`src/rtl/fnd_bcd_counter_if.sv`:
```
// Control and display bus of the four-digit BCD counter feeding the FND scan mux.
// seg_out[i] is the active-low pattern for digit i; digit 0 is the ones digit.
interface fnd_bcd_counter_if;
  logic            en;
  logic            up_dn;
  logic            clr;
  logic            load;
  logic [15:0]     load_val;
  logic [15:0]     bcd_out;
  logic [3:0][7:0] seg_out;
  logic            wrap;

  modport master (
    output en, up_dn, clr, load, load_val,
    input  bcd_out, seg_out, wrap
  );

  modport slave (
    input  en, up_dn, clr, load, load_val,
    output bcd_out, seg_out, wrap
  );
endinterface

```
`src/rtl/fnd_bcd_counter.sv`:
```
// Four-digit BCD up/down counter with prescaled count tick and a registered
// active-low 7-segment encoder (optional leading-zero blanking).
module fnd_bcd_counter #(
  parameter int unsigned TICK_DIV = 5_000_000,
  parameter bit          LZ_BLANK = 1'b0
) (
  input logic              clk_wiz,
  input logic              rst,
  fnd_bcd_counter_if.slave bus
);

  localparam logic [23:0] PCNT_MAX = 24'(TICK_DIV - 1);

  logic [23:0]     pcnt;
  logic            step;
  logic [3:0][3:0] bcd_q;
  logic [3:0][3:0] bcd_step;
  logic            carry_out;
  logic            wrap_q;
  logic [3:0][7:0] seg_q;

  function automatic logic [7:0] seg_code(input logic [3:0] d);
    logic [7:0] c;
    case (d)
      4'd0:    c = 8'hC0;
      4'd1:    c = 8'hF9;
      4'd2:    c = 8'hA4;
      4'd3:    c = 8'hB0;
      4'd4:    c = 8'h99;
      4'd5:    c = 8'h92;
      4'd6:    c = 8'h82;
      4'd7:    c = 8'hF8;
      4'd8:    c = 8'h80;
      4'd9:    c = 8'h90;
      default: c = 8'hFF;
    endcase
    return c;
  endfunction

  // Digit 0 is always shown; higher digits blank while they and all above are zero.
  function automatic logic [3:0][7:0] seg_map(input logic [15:0] v);
    logic [3:0][7:0] m;
    logic            lead;
    lead = 1'b1;
    m    = '1;
    for (int i = 3; i >= 1; i--) begin
      lead = lead && (v[4*i +: 4] == 4'd0);
      m[i] = (LZ_BLANK && lead) ? 8'hFF : seg_code(v[4*i +: 4]);
    end
    m[0] = seg_code(v[3:0]);
    return m;
  endfunction

  function automatic logic [15:0] sanitize(input logic [15:0] v);
    logic [15:0] r;
    r = v;
    for (int i = 0; i < 4; i++) begin
      if (v[4*i +: 4] > 4'd9) r[4*i +: 4] = 4'd0;
    end
    return r;
  endfunction

  assign step = bus.en && (pcnt == PCNT_MAX);

  always_ff @(posedge clk_wiz or negedge rst) begin
    if (!rst) begin
      pcnt <= '0;
    end else if (bus.clr || bus.load || step) begin
      pcnt <= '0;
    end else if (bus.en) begin
      pcnt <= pcnt + 24'd1;
    end
  end

  // Ripple carry/borrow through the digits; surviving carry means a full wrap.
  always_comb begin
    bcd_step  = bcd_q;
    carry_out = 1'b1;
    for (int i = 0; i < 4; i++) begin
      if (carry_out) begin
        if (bus.up_dn) begin
          if (bcd_q[i] == 4'd9) begin
            bcd_step[i] = 4'd0;
          end else begin
            bcd_step[i] = bcd_q[i] + 4'd1;
            carry_out   = 1'b0;
          end
        end else begin
          if (bcd_q[i] == 4'd0) begin
            bcd_step[i] = 4'd9;
          end else begin
            bcd_step[i] = bcd_q[i] - 4'd1;
            carry_out   = 1'b0;
          end
        end
      end
    end
  end

  always_ff @(posedge clk_wiz or negedge rst) begin
    if (!rst) begin
      bcd_q  <= '0;
      wrap_q <= 1'b0;
    end else begin
      wrap_q <= 1'b0;
      if (bus.clr) begin
        bcd_q <= '0;
      end else if (bus.load) begin
        bcd_q <= sanitize(bus.load_val);
      end else if (step) begin
        bcd_q  <= bcd_step;
        wrap_q <= carry_out;
      end
    end
  end

  always_ff @(posedge clk_wiz or negedge rst) begin
    if (!rst) begin
      seg_q <= seg_map(16'h0000);
    end else begin
      seg_q <= seg_map(bcd_q);
    end
  end

  assign bus.bcd_out = bcd_q;
  assign bus.seg_out = seg_q;
  assign bus.wrap    = wrap_q;

endmodule

```
`src/flat_wrapper.sv`:
```
// flat-port wrapper written by rule: the top's interface ports become plain ports
module fnd_bcd_counter_flat 
#(
  parameter int unsigned TICK_DIV = 5_000_000,
  parameter bit          LZ_BLANK = 1'b0
)
  (clk_wiz, rst, bus_en, bus_up_dn, bus_clr, bus_load, bus_load_val, bus_bcd_out, bus_seg_out, bus_wrap);
  fnd_bcd_counter_if bus_i ();
  input logic clk_wiz;
  input logic rst;
  input wire logic [$bits(bus_i.en)-1:0] bus_en;
  input wire logic [$bits(bus_i.up_dn)-1:0] bus_up_dn;
  input wire logic [$bits(bus_i.clr)-1:0] bus_clr;
  input wire logic [$bits(bus_i.load)-1:0] bus_load;
  input wire logic [$bits(bus_i.load_val)-1:0] bus_load_val;
  output wire logic [$bits(bus_i.bcd_out)-1:0] bus_bcd_out;
  output wire logic [$bits(bus_i.seg_out)-1:0] bus_seg_out;
  output wire logic [$bits(bus_i.wrap)-1:0] bus_wrap;
  assign bus_i.en = bus_en;
  assign bus_i.up_dn = bus_up_dn;
  assign bus_i.clr = bus_clr;
  assign bus_i.load = bus_load;
  assign bus_i.load_val = bus_load_val;
  assign bus_bcd_out = bus_i.bcd_out;
  assign bus_seg_out = bus_i.seg_out;
  assign bus_wrap = bus_i.wrap;
  fnd_bcd_counter #(.TICK_DIV(TICK_DIV), .LZ_BLANK(LZ_BLANK)) u_core (.clk_wiz(clk_wiz), .rst(rst), .bus(bus_i));
endmodule
```
`config.mk`:
```
export PLATFORM = sky130hd
export DESIGN_NAME = fnd_bcd_counter_flat
export DESIGN_NICKNAME = d
export VERILOG_FILES = /design/src/rtl/fnd_bcd_counter_if.sv /design/src/rtl/fnd_bcd_counter.sv /design/src/flat_wrapper.sv
export SDC_FILE = /design/constraint.sdc
export NUM_CORES = 1
export LEC_CHECK = 0
export ABC_AREA = 1
export CAP_MARGIN = 20
export CELL_PAD_IN_SITES_DETAIL_PLACEMENT = 1
export CELL_PAD_IN_SITES_GLOBAL_PLACEMENT = 2
export CORE_MARGIN = 2
export CORE_UTILIZATION = 33
export CTS_CLUSTER_DIAMETER = 80
export DETAILED_ROUTE_END_ITERATION = 8
export PLACE_DENSITY_LB_ADDON = 0.1
export SYNTH_ARGS = -nofsm -noshare
export SYNTH_HDL_FRONTEND = slang
export SYNTH_SLANG_ARGS = --single-unit
export TNS_END_PERCENT = 100
```
`constraint.sdc`:
```
create_clock -name clk_wiz -period 2.9 [get_ports clk_wiz]
set_input_delay 0.435 -clock clk_wiz [delete_from_list [all_inputs] [get_ports clk_wiz]]
set_output_delay 0.435 -clock clk_wiz [all_outputs]
set_load 0.01 [all_outputs]
```
# After elaboration in Yosys (flattened, before gate mapping)
# Memory sizes are Yosys's and may differ from the RTL's. A register that Yosys moved wholly into a read port is not among the register bits.
# Index checks and enable logic that the tools add are counted.
dict set report totals {
  ff_bits 73
  rom_bits 448
  inputBits 22
  output_inout_bits 49
  wordCells 93
  mem_count 4
}
# name depth word_bits read_ports rd_clocked_by_memory_dff wr line_no
set mem_list {}
lappend mem_list {{(no name shown)} 16 7 1 1 0 fnd_bcd_counter.sv:24} ;# case (d)
lappend mem_list {{(no name shown)} 16 7 1 1 0 fnd_bcd_counter.sv:24}
lappend mem_list {{(no name shown)} 16 7 1 1 0 fnd_bcd_counter.sv:24}
lappend mem_list {{(no name shown)} 16 7 1 1 0 fnd_bcd_counter.sv:24}
dict set report classes {
  add_sub_neg 9
  n_lt_le_gt_ge 4
  eq_ne 5
  muxes 42
  reduce_logical 19
}
# cell n
set op_table {}
lappend op_table {{two-way mux 4 bit} 19}
lappend op_table {{two-way mux 16 bit} 3}
lappend op_table {{two-way mux 24 bit} 2}
lappend op_table {{adder 24 x 1 -> 24 bit, second input constant} 1}
lappend op_table {{== test 24 x 23 -> 1 bit, second input constant} 1}
lappend op_table {{two-way mux 1 bit} 18}
lappend op_table {{adder 4 x 1 -> 4 bit, second input constant} 4}
lappend op_table {{== test 4 bit, second input constant} 4}
lappend op_table {{> comparator 4 bit, second input constant} 4}
lappend op_table {{zero test 4 bit} 4}
lappend op_table {{subtractor 4 x 1 -> 4 bit, second input constant} 4}
lappend op_table {{nonzero test 3 bit} 4}
lappend op_table {{AND reduction 2 bit} 3}
lappend op_table {{zero test 1 bit} 4}
lappend op_table {{logical OR 1 bit} 2}
lappend op_table {{nonzero test 2 bit} 1}
lappend op_table {{logical AND 1 bit} 1}

# Depth between registers and ports, before layout
# Gate-level depths: netlist (run 1).
dict set report logic_depth {
  word_depth 9
  depth_mapped 11
}

# Least setup slack after synthesis (run 1)
# Ideal clock, no wire load.
dict set report synth_path {
  path_kind {reg-to-reg}
  startpoint {reg u_core.bcd_q, in the netlist u_core.bus.bcd_out[12]}
  endpoint {reg u_core.bcd_q, in the netlist u_core.bus.bcd_out[14]}
  setup_time_ns 0.066
  arrival_ns 1.517
  path_slack_ns 1.317
  path_stages_with_launch 9
  n_path_buf 0
  period_less_slack_ns 1.583
  cell_sequence {dfrtp_1 -> inv_1 -> ha_1 -> ha_1 -> o22ai_1 -> nand2_1 -> a21oi_1 -> nand2_1 -> nand2_1}
}
dict set report synth_via {
  elab_chain_cells 7
  word_cells_on_any_way 11
  cone_classes {2 x add/sub; 1 x eq/ne; 7 x mux; 1 x reduce/logical}
}
# item line_no
set synth_lines {}
lappend synth_lines {{start, declared} fnd_bcd_counter.sv:16} ;# logic [3:0][3:0] bcd_q;
lappend synth_lines {{start signal, assigned} fnd_bcd_counter.sv:109} ;# bcd_q <= sanitize(bus.load_val);
lappend synth_lines {{start signal, assigned} fnd_bcd_counter.sv:111} ;# bcd_q <= bcd_step;
lappend synth_lines {{subtractor 4 x 1 -> 4 bit, or another cell as far along} fnd_bcd_counter.sv:92} ;# bcd_step[i] = bcd_q[i] - 4'd1;
lappend synth_lines {{two-way mux 4 bit (on tied branches)} {fnd_bcd_counter.sv:89, fnd_bcd_counter.sv:82}}
lappend synth_lines {{two-way mux 4 bit (*)} fnd_bcd_counter.sv:81} ;# if (bus.up_dn) begin
lappend synth_lines {{two-way mux 4 bit (*)} fnd_bcd_counter.sv:80} ;# if (carry_out) begin
lappend synth_lines {{two-way mux 16 bit (*)} fnd_bcd_counter.sv:110} ;# end else if (step) begin
lappend synth_lines {{two-way mux 16 bit (*)} fnd_bcd_counter.sv:108} ;# end else if (bus.load) begin
lappend synth_lines {{two-way mux 16 bit (*)} fnd_bcd_counter.sv:106} ;# if (bus.clr) begin
# Every way passes the cells marked *; elsewhere a longest branch is shown, timed or not. The select of a mux whose other input is x is not followed.
# A chain may end at the register's enable or synchronous reset.

# Worst setup path after layout (run 1)
dict set report layout_path {
  startpoint {reg u_core.bcd_q, in the netlist u_core.bus.bcd_out[6]}
  endpoint {out bus_bcd_out[6]}
}
# item line_no
set layout_rtl {}
lappend layout_rtl {{end, declared} flat_wrapper.sv:16} ;# output wire logic [$bits(bus_i.bcd_out)-1:0] bus_bcd_out;
# No word-level cell between the ends.

==> results of run 1 <==
-- metal layers --
| layer | track usage | up-vias | share of wire |
|---|---|---|---|
| met2 | 0.3150 | 61 | 0.49 |
| li1 | - | 2081 | - |
| met5 | 0 | - | 0 |
| met3 | 0.02689 | 22 | 0.024 |
| met4 | 0.08866 | 0 | 0.027 |
| met1 | 0.2346 | 2013 | 0.46 |
-- power by group through the flow --
stage          Combinational (uW)  Sequential (uW)  Clock [uW]
4_1_cts                       753             1170        1360
3_5_place_dp                  749             1190           0
2_1_floorplan                 358             1210           0
3_3_place_gp                  743             1190           0
6_report                      738             1170        1320
5_1_grt                       825             1190        1400
-- cell type report --
cell class	count	area share
repair buffers	72	0.1249
inverters	66	0.04459
multi-input cells	449	0.4187
clock buffers	11	0.04504
well taps	176	0.03924
clock inverters	5	0.01895
flip-flops and latches	69	0.3086
-- sequential cells by signal, summed over array words and instances (netlist names) --
signal	cells
u_core.bus.seg_out	28
u_core.pcnt	24
u_core.bus.bcd_out	16
u_core.bus.wrap	1
-- cell usage after synthesis (all sizes together), types with 2 or more instances --
library cell / number / area share
o211ai: 5 / 0.0084
clkinv: 2 / 0.0022
nand3b: 2 / 0.0034
inv: 64 / 0.054
nand3: 64 / 0.074
buf: 16 / 0.028
xor2: 6 / 0.012
o21ai: 41 / 0.049
nor3: 11 / 0.016
xnor2: 5 / 0.0098
nor3b: 2 / 0.0034
nor2: 71 / 0.075
or2: 2 / 0.0028
nand4: 13 / 0.018
a21oi: 27 / 0.030
ha: 21 / 0.059
nand2: 166 / 0.15
dfrtp: 65 / 0.36
dfstp: 4 / 0.024
o311ai: 2 / 0.0039
clkbuf: 4 / 0.0034
a31oi: 4 / 0.0056
-- worst min-delay path by stage --
| stage | cells past startpoint | slack (ns) | to |
|---|---|---|---|
| 6_report | 2 | 0.32 | u_core.pcnt[0]$_DFFE_PN0P_ |
| 5_1_grt | 2 | 0.40 | u_core.pcnt[1]$_DFFE_PN0P_ |
| 4_1_cts | 2 | 0.35 | u_core.pcnt[0]$_DFFE_PN0P_ |
| 3_5_place_dp | 2 | 0.57 | u_core.pcnt[17]$_DFFE_PN0P_ |
| 3_3_place_gp | 2 | 0.54 | u_core.pcnt[1]$_DFFE_PN0P_ |
| 2_1_floorplan | 0 | 0.14 | u_core.bus.bcd_out[0]$_DFFE_PN0P_ |
-- logic make-up after synthesis --
logic type / share of synthesized area
XOR/XNOR: 0.02160
AO/OA/AOI/OAI: 0.09986
buffers and inverters: 0.08752
other: 0.0008407
adder cells (fa/ha/maj): 0.05891
flip-flops: 0.3882
AND/OR/NAND/NOR: 0.3431
-- stage by stage --
step,util,cells
floorplan,-,604
global placement,0.3966,832
detailed placement,0.3966,832
CTS,0.4238,848
global route,0.4238,848
finish,0.4238,848
-- cell usage in the layout (no fill, tap or decap), drive strengths merged --
master / count
o22ai: 1
nor2: 71
xnor2: 5
nand2: 166
clkbuf: 11
ha: 21
clkinv: 3
o311ai: 2
inv: 64
clkinvlp: 1
bufinv: 3
nor3: 11
nand4: 13
a21oi: 27
nand3b: 2
nand3: 64
o211ai: 5
nor4: 1
o31ai: 1
nor3b: 2
xor2: 6
a31oi: 4
conb: 4
o21ai: 41
clkdlybuf4s50: 65
dfstp: 4
or2: 2
dfrtp: 65
buf: 7
==> flow_summary.toml, run 1 <==
[cts]
cts_buffer_depth = 2
ctsHoldBuffers = 0
clk_pin_slew_ns = 0.06
cts_made_buffers = 9
htree_levels = 3
clk_latency_ns = 0.34
cts.sinks = 69
cts-root-buf = "clkbuf_16"
tritoncts = "yes"
postCtsSetupBuffers = 0
cts_resized = 0

[critical_path]
cp_data_arrival_time_ns = 1.64
critPathMaxFanout = 15
cp_num_buf_inv = 1
r2r_start = "u_core.bus.bcd_out[0]$_DFFE_PN0P_"
worst_setup_path_end_kind = "output port"
critPathLaunchType = "flop"
cp.depth = 1
required_ns = 2.47
crit_chain = "clkdlybuf4s50_1"
rr_worst_depth = 8
cp-startpoint = "u_core.bus.bcd_out[6]$_DFFE_PN0P_"
r2r-end = "u_core.bus.bcd_out[2]$_DFFE_PN0P_"
critPathSlowestCell = "dfrtp_1"
crit_type = "flop to output port"
r2r_slack_ns = 0.98
path_delay_family = "flip-flops"
slowest_delay_ns = 0.66
cp-endpoint = "bus_bcd_out[6]"

[grt]
grt_pass1_wl_mm = 21.29
grt_use_total = 0.1865
grt_pass1_vias = 4367
grt_max_degree = 70
antenna_found_initial = 0
gr-total-overflow = 0

[routing]
drt_first_pass_iters = 4
ant_nets = 0
via_per_inst = 4.926
dr.first_iter.drc_count = 164
vias = 4177
wl_mm = 12.76
route.detailed.drc = 0
post_drt_wl_per_cell_um = 15.05

[synthesis]
async_flop_share = 1.000
synth_ff_type = "dfrtp_1"
syn_area_um2 = 4461
ys_seq_elements = 69
synth_area_per_cell_um2 = 7.422
ys_types = 39
syn_inst = 601
ys_seq_area_frac = 0.3882
synth_edf_count = 0
ys_warn_count = 0

[cells_and_area]
n_antenna_cell = 0
multi_input_area_um2 = 2350
fin_area_um2 = 5612
fin_nets = 710
regArea_um2 = 1732
drive_gt1_frac = 0.09673
fill_cells = 1681
area_growth_pct = 25.81

[run_status]
status = "finished clean"

[pwr]
p_int_uw = 2312
p_sw_frac = 0.2843
power.switching_uw = 918.2
p_per_area_nw_per_um2 = 575.6
p_seq_frac = 0.362
design_power_total_uw = 3230
clockPowerShare = 0.409
p_leak_uw = 0.002653
peakVddDrop_v = 0.0002907
p_comb_frac = 0.228

[die]
design.portCount = 71
core_um2 = 13240
die_y_um = 120.3
start_util = 0.3368
num_rows = 42
dieArea_um2 = 14460
die_w_um = 120.3

[sta]
worstMarginPinSlew_ns = 0.8952
fin_hold_ws_ns = 0.3201
fin_crit_sh = 0.7142
setup_ws_ns = 0.8288
clock_skew_ns = 0.006844
final.setup.tns_ns = 0
period_minus_slack_ns = 2.071
finalHoldViolCount = 0
maxSlewHeadroom = 0.4032
slew_viol_final = 0
setup-violations-final = 0
timing.fmax_ghz = 0.4828
rsz0062_at_grt = "false"

[placed_design]
placed_cell_area_um2 = 5253
gp_congestion = 0.8168
dp_slack_ns = 0.5067
dp_hpwl_mm = 9.551
port_buffers = 66

[run]
maxCapViolCount = 0

[worst_hold_path]
hold_class = "primary input to asynchronous set/reset pin"
(Power assumes the default switching activity.)
==> run 2: changes to the inputs <==
- CORE_UTILIZATION: 33 -> 31
- clock period: 2.9 -> 2.1 ns (I/O delays scaled with it)
==> run 2 against run 1 <==
Compared with the run above:
- sequential share of layout area down 0.27 points
- cell count is 1.5% higher
- hold slack got worse by 0.32 ns
- combinational power rose by 45%
- global-route usage down 0.59 points
- first-iteration DRC count is 32% lower
- power increased by 30%
- flip-flop and latch count is the same
- utilization fell by 1.9 points
- count of clock-buffer cells in the layout stayed put
==> flow_summary.toml, run 2 (synthesis gave the netlist of run 1 again) <==
[routing]
post_drt_wl_per_cell_um = 14.97
wl_mm = 12.89
dr.first_iter.drc_count = 111
ant_nets = 0
vias = 4230
drt_first_pass_iters = 4
via_per_inst = 4.913
route.detailed.drc = 0

[die]
die_w_um = 124.0
num_rows = 43
design.portCount = 71
core_um2 = 13990
die_y_um = 124.0
start_util = 0.3189
dieArea_um2 = 15360

[sta]
rsz0062_at_grt = "false"
finalHoldViolCount = 0
clock_skew_ns = 0.007481
setup-violations-final = 0
fin_hold_ws_ns = 0.0007012
timing.fmax_ghz = 0.5106
period_minus_slack_ns = 1.959
maxSlewHeadroom = 0.6451
slew_viol_final = 0
final.setup.tns_ns = 0
worstMarginPinSlew_ns = 0.5268
fin_crit_sh = 0.9327

[grt]
busiest_layer = "met2"
antenna_found_initial = 0
grt_max_degree = 70
grt_util_met3 = 0.03617
use_met1 = 0.2171
grt_use_met2 = 0.3228
grt_use_total = 0.1805
gr-total-overflow = 0
grt_pass1_wl_mm = 21.48
grt_pass1_vias = 4429

[cts]
cts_made_buffers = 9
cts.sinks = 69
cts-root-buf = "clkbuf_16"
clk_latency_ns = 0.34
htree_levels = 3
ctsHoldBuffers = 0
tritoncts = "yes"
clk_pin_slew_ns = 0.06
cts_buffer_depth = 2

[cells_and_area]
drive_gt1_frac = 0.1087
area_growth_pct = 26.93
fin_util = 0.4047
final_common_cell = "nand2_1"
fin_nets = 720
n_antenna_cell = 0
layout_common_cells = "nand2_1 (153), clkdlybuf4s50_1 (65), dfrtp_1 (65)"
largest_reg_flops = 28

[critical_path]
r2r_start = "u_core.bus.bcd_out[0]$_DFFE_PN0P_"
cp-startpoint = "u_core.bus.bcd_out[6]$_DFFE_PN0P_"
critPathLaunchType = "flop"
worst_setup_path_end_kind = "output port"
critPathSlowestCell = "dfrtp_1"
required_ns = 1.78
cp_num_buf_inv = 1
path_delay_family = "flip-flops"
crit_chain = "clkdlybuf4s50_1"
slowest_delay_ns = 0.66
cp_data_arrival_time_ns = 1.64
crit_type = "flop to output port"
critPathMaxFanout = 15

[worst_hold_path]
hold_class = "primary input to asynchronous set/reset pin"

[placed_design]
port_buffers = 66
gp_congestion = 0.8141
dp_hpwl_mm = 9.864

[pwr]
p_leak_uw = 0.002690
p_per_area_nw_per_um2 = 744.4
peakVddDrop_v = 0.0003882

[run]
maxCapViolCount = 0

[run_status]
status = "finished clean"
run 2: cell types whose count changed in the layout (fill, tap and decap cells not counted), moves of 2 or more:
cell and delta:
buf_12 +3, buf_4 +7, clkinv_2 +2, bufinv_16 -2
run 2: final timing paths:
kind                                                     end  slack [ns]  cells after the start
setup / recovery                              bus_bcd_out[6]        0.14                      1
hold / removal                    u_core.pcnt[1]$_DFFE_PN0P_      0.0007                      2
setup reg to reg           u_core.bus.bcd_out[2]$_DFFE_PN0P_        0.28                      8
hold reg to reg                   u_core.pcnt[1]$_DFFE_PN0P_        0.56                      2
max in group asynchronous   u_core.bus.seg_out[22]$_DFF_PN1_        1.76                      2
min in group clk_wiz              u_core.pcnt[1]$_DFFE_PN0P_        0.56                      2
run 2: power breakdown:
part,switching [uW],internal [uW],total [uW]
clock network,597,943,1540
registers,116,1490,1600
logic,560,513,1070
total,1270,2940,4210
run 2: what timing repair did:
item,CTS,global route
buffers inserted,0,0
setup endpoints to repair,0,4
resized for setup,0,1
run 2: area by class of cell:
| class | instances | area [um^2] |
|---|---|---|
| tap | 180 | 225.2 |
| clock inverter | 4 | 48.80 |
| multi-input combinational | 449 | 2350 |
| inverter | 66 | 250.2 |
| timing repair buffer | 82 | 813.3 |
| clock buffer | 11 | 242.7 |
| sequential | 69 | 1732 |
| fill | 1730 | 8327 |
run 2: stage by stage:
step           total power, uW  setup WS (ns)  instances  cell area [um^2]
3_3_place_gp              2710         0.1414        846              5370
5_1_grt                   4461        0.04489        861              5662
2_1_floorplan             2158         0.5173        604              4472
4_1_cts                   4283         0.1272        861              5662
6_report                  4214         0.1414        861              5662
3_5_place_dp              2718         0.1388        846              5370
run 2: layer usage:
layer | share of wire | vias up
met1 | 0.46 | 2070
li1 | - | 2100
met5 | 0 | -
met2 | 0.50 | 45
met3 | 0.025 | 15
met4 | 0.015 | 0
==> run 3: changes to the inputs <==
- ABC_CLOCK_PERIOD_IN_PS: unset -> 2100
==> results of run 3 <==
The final DEF is identical to that of run 2; final timing and power are the same.
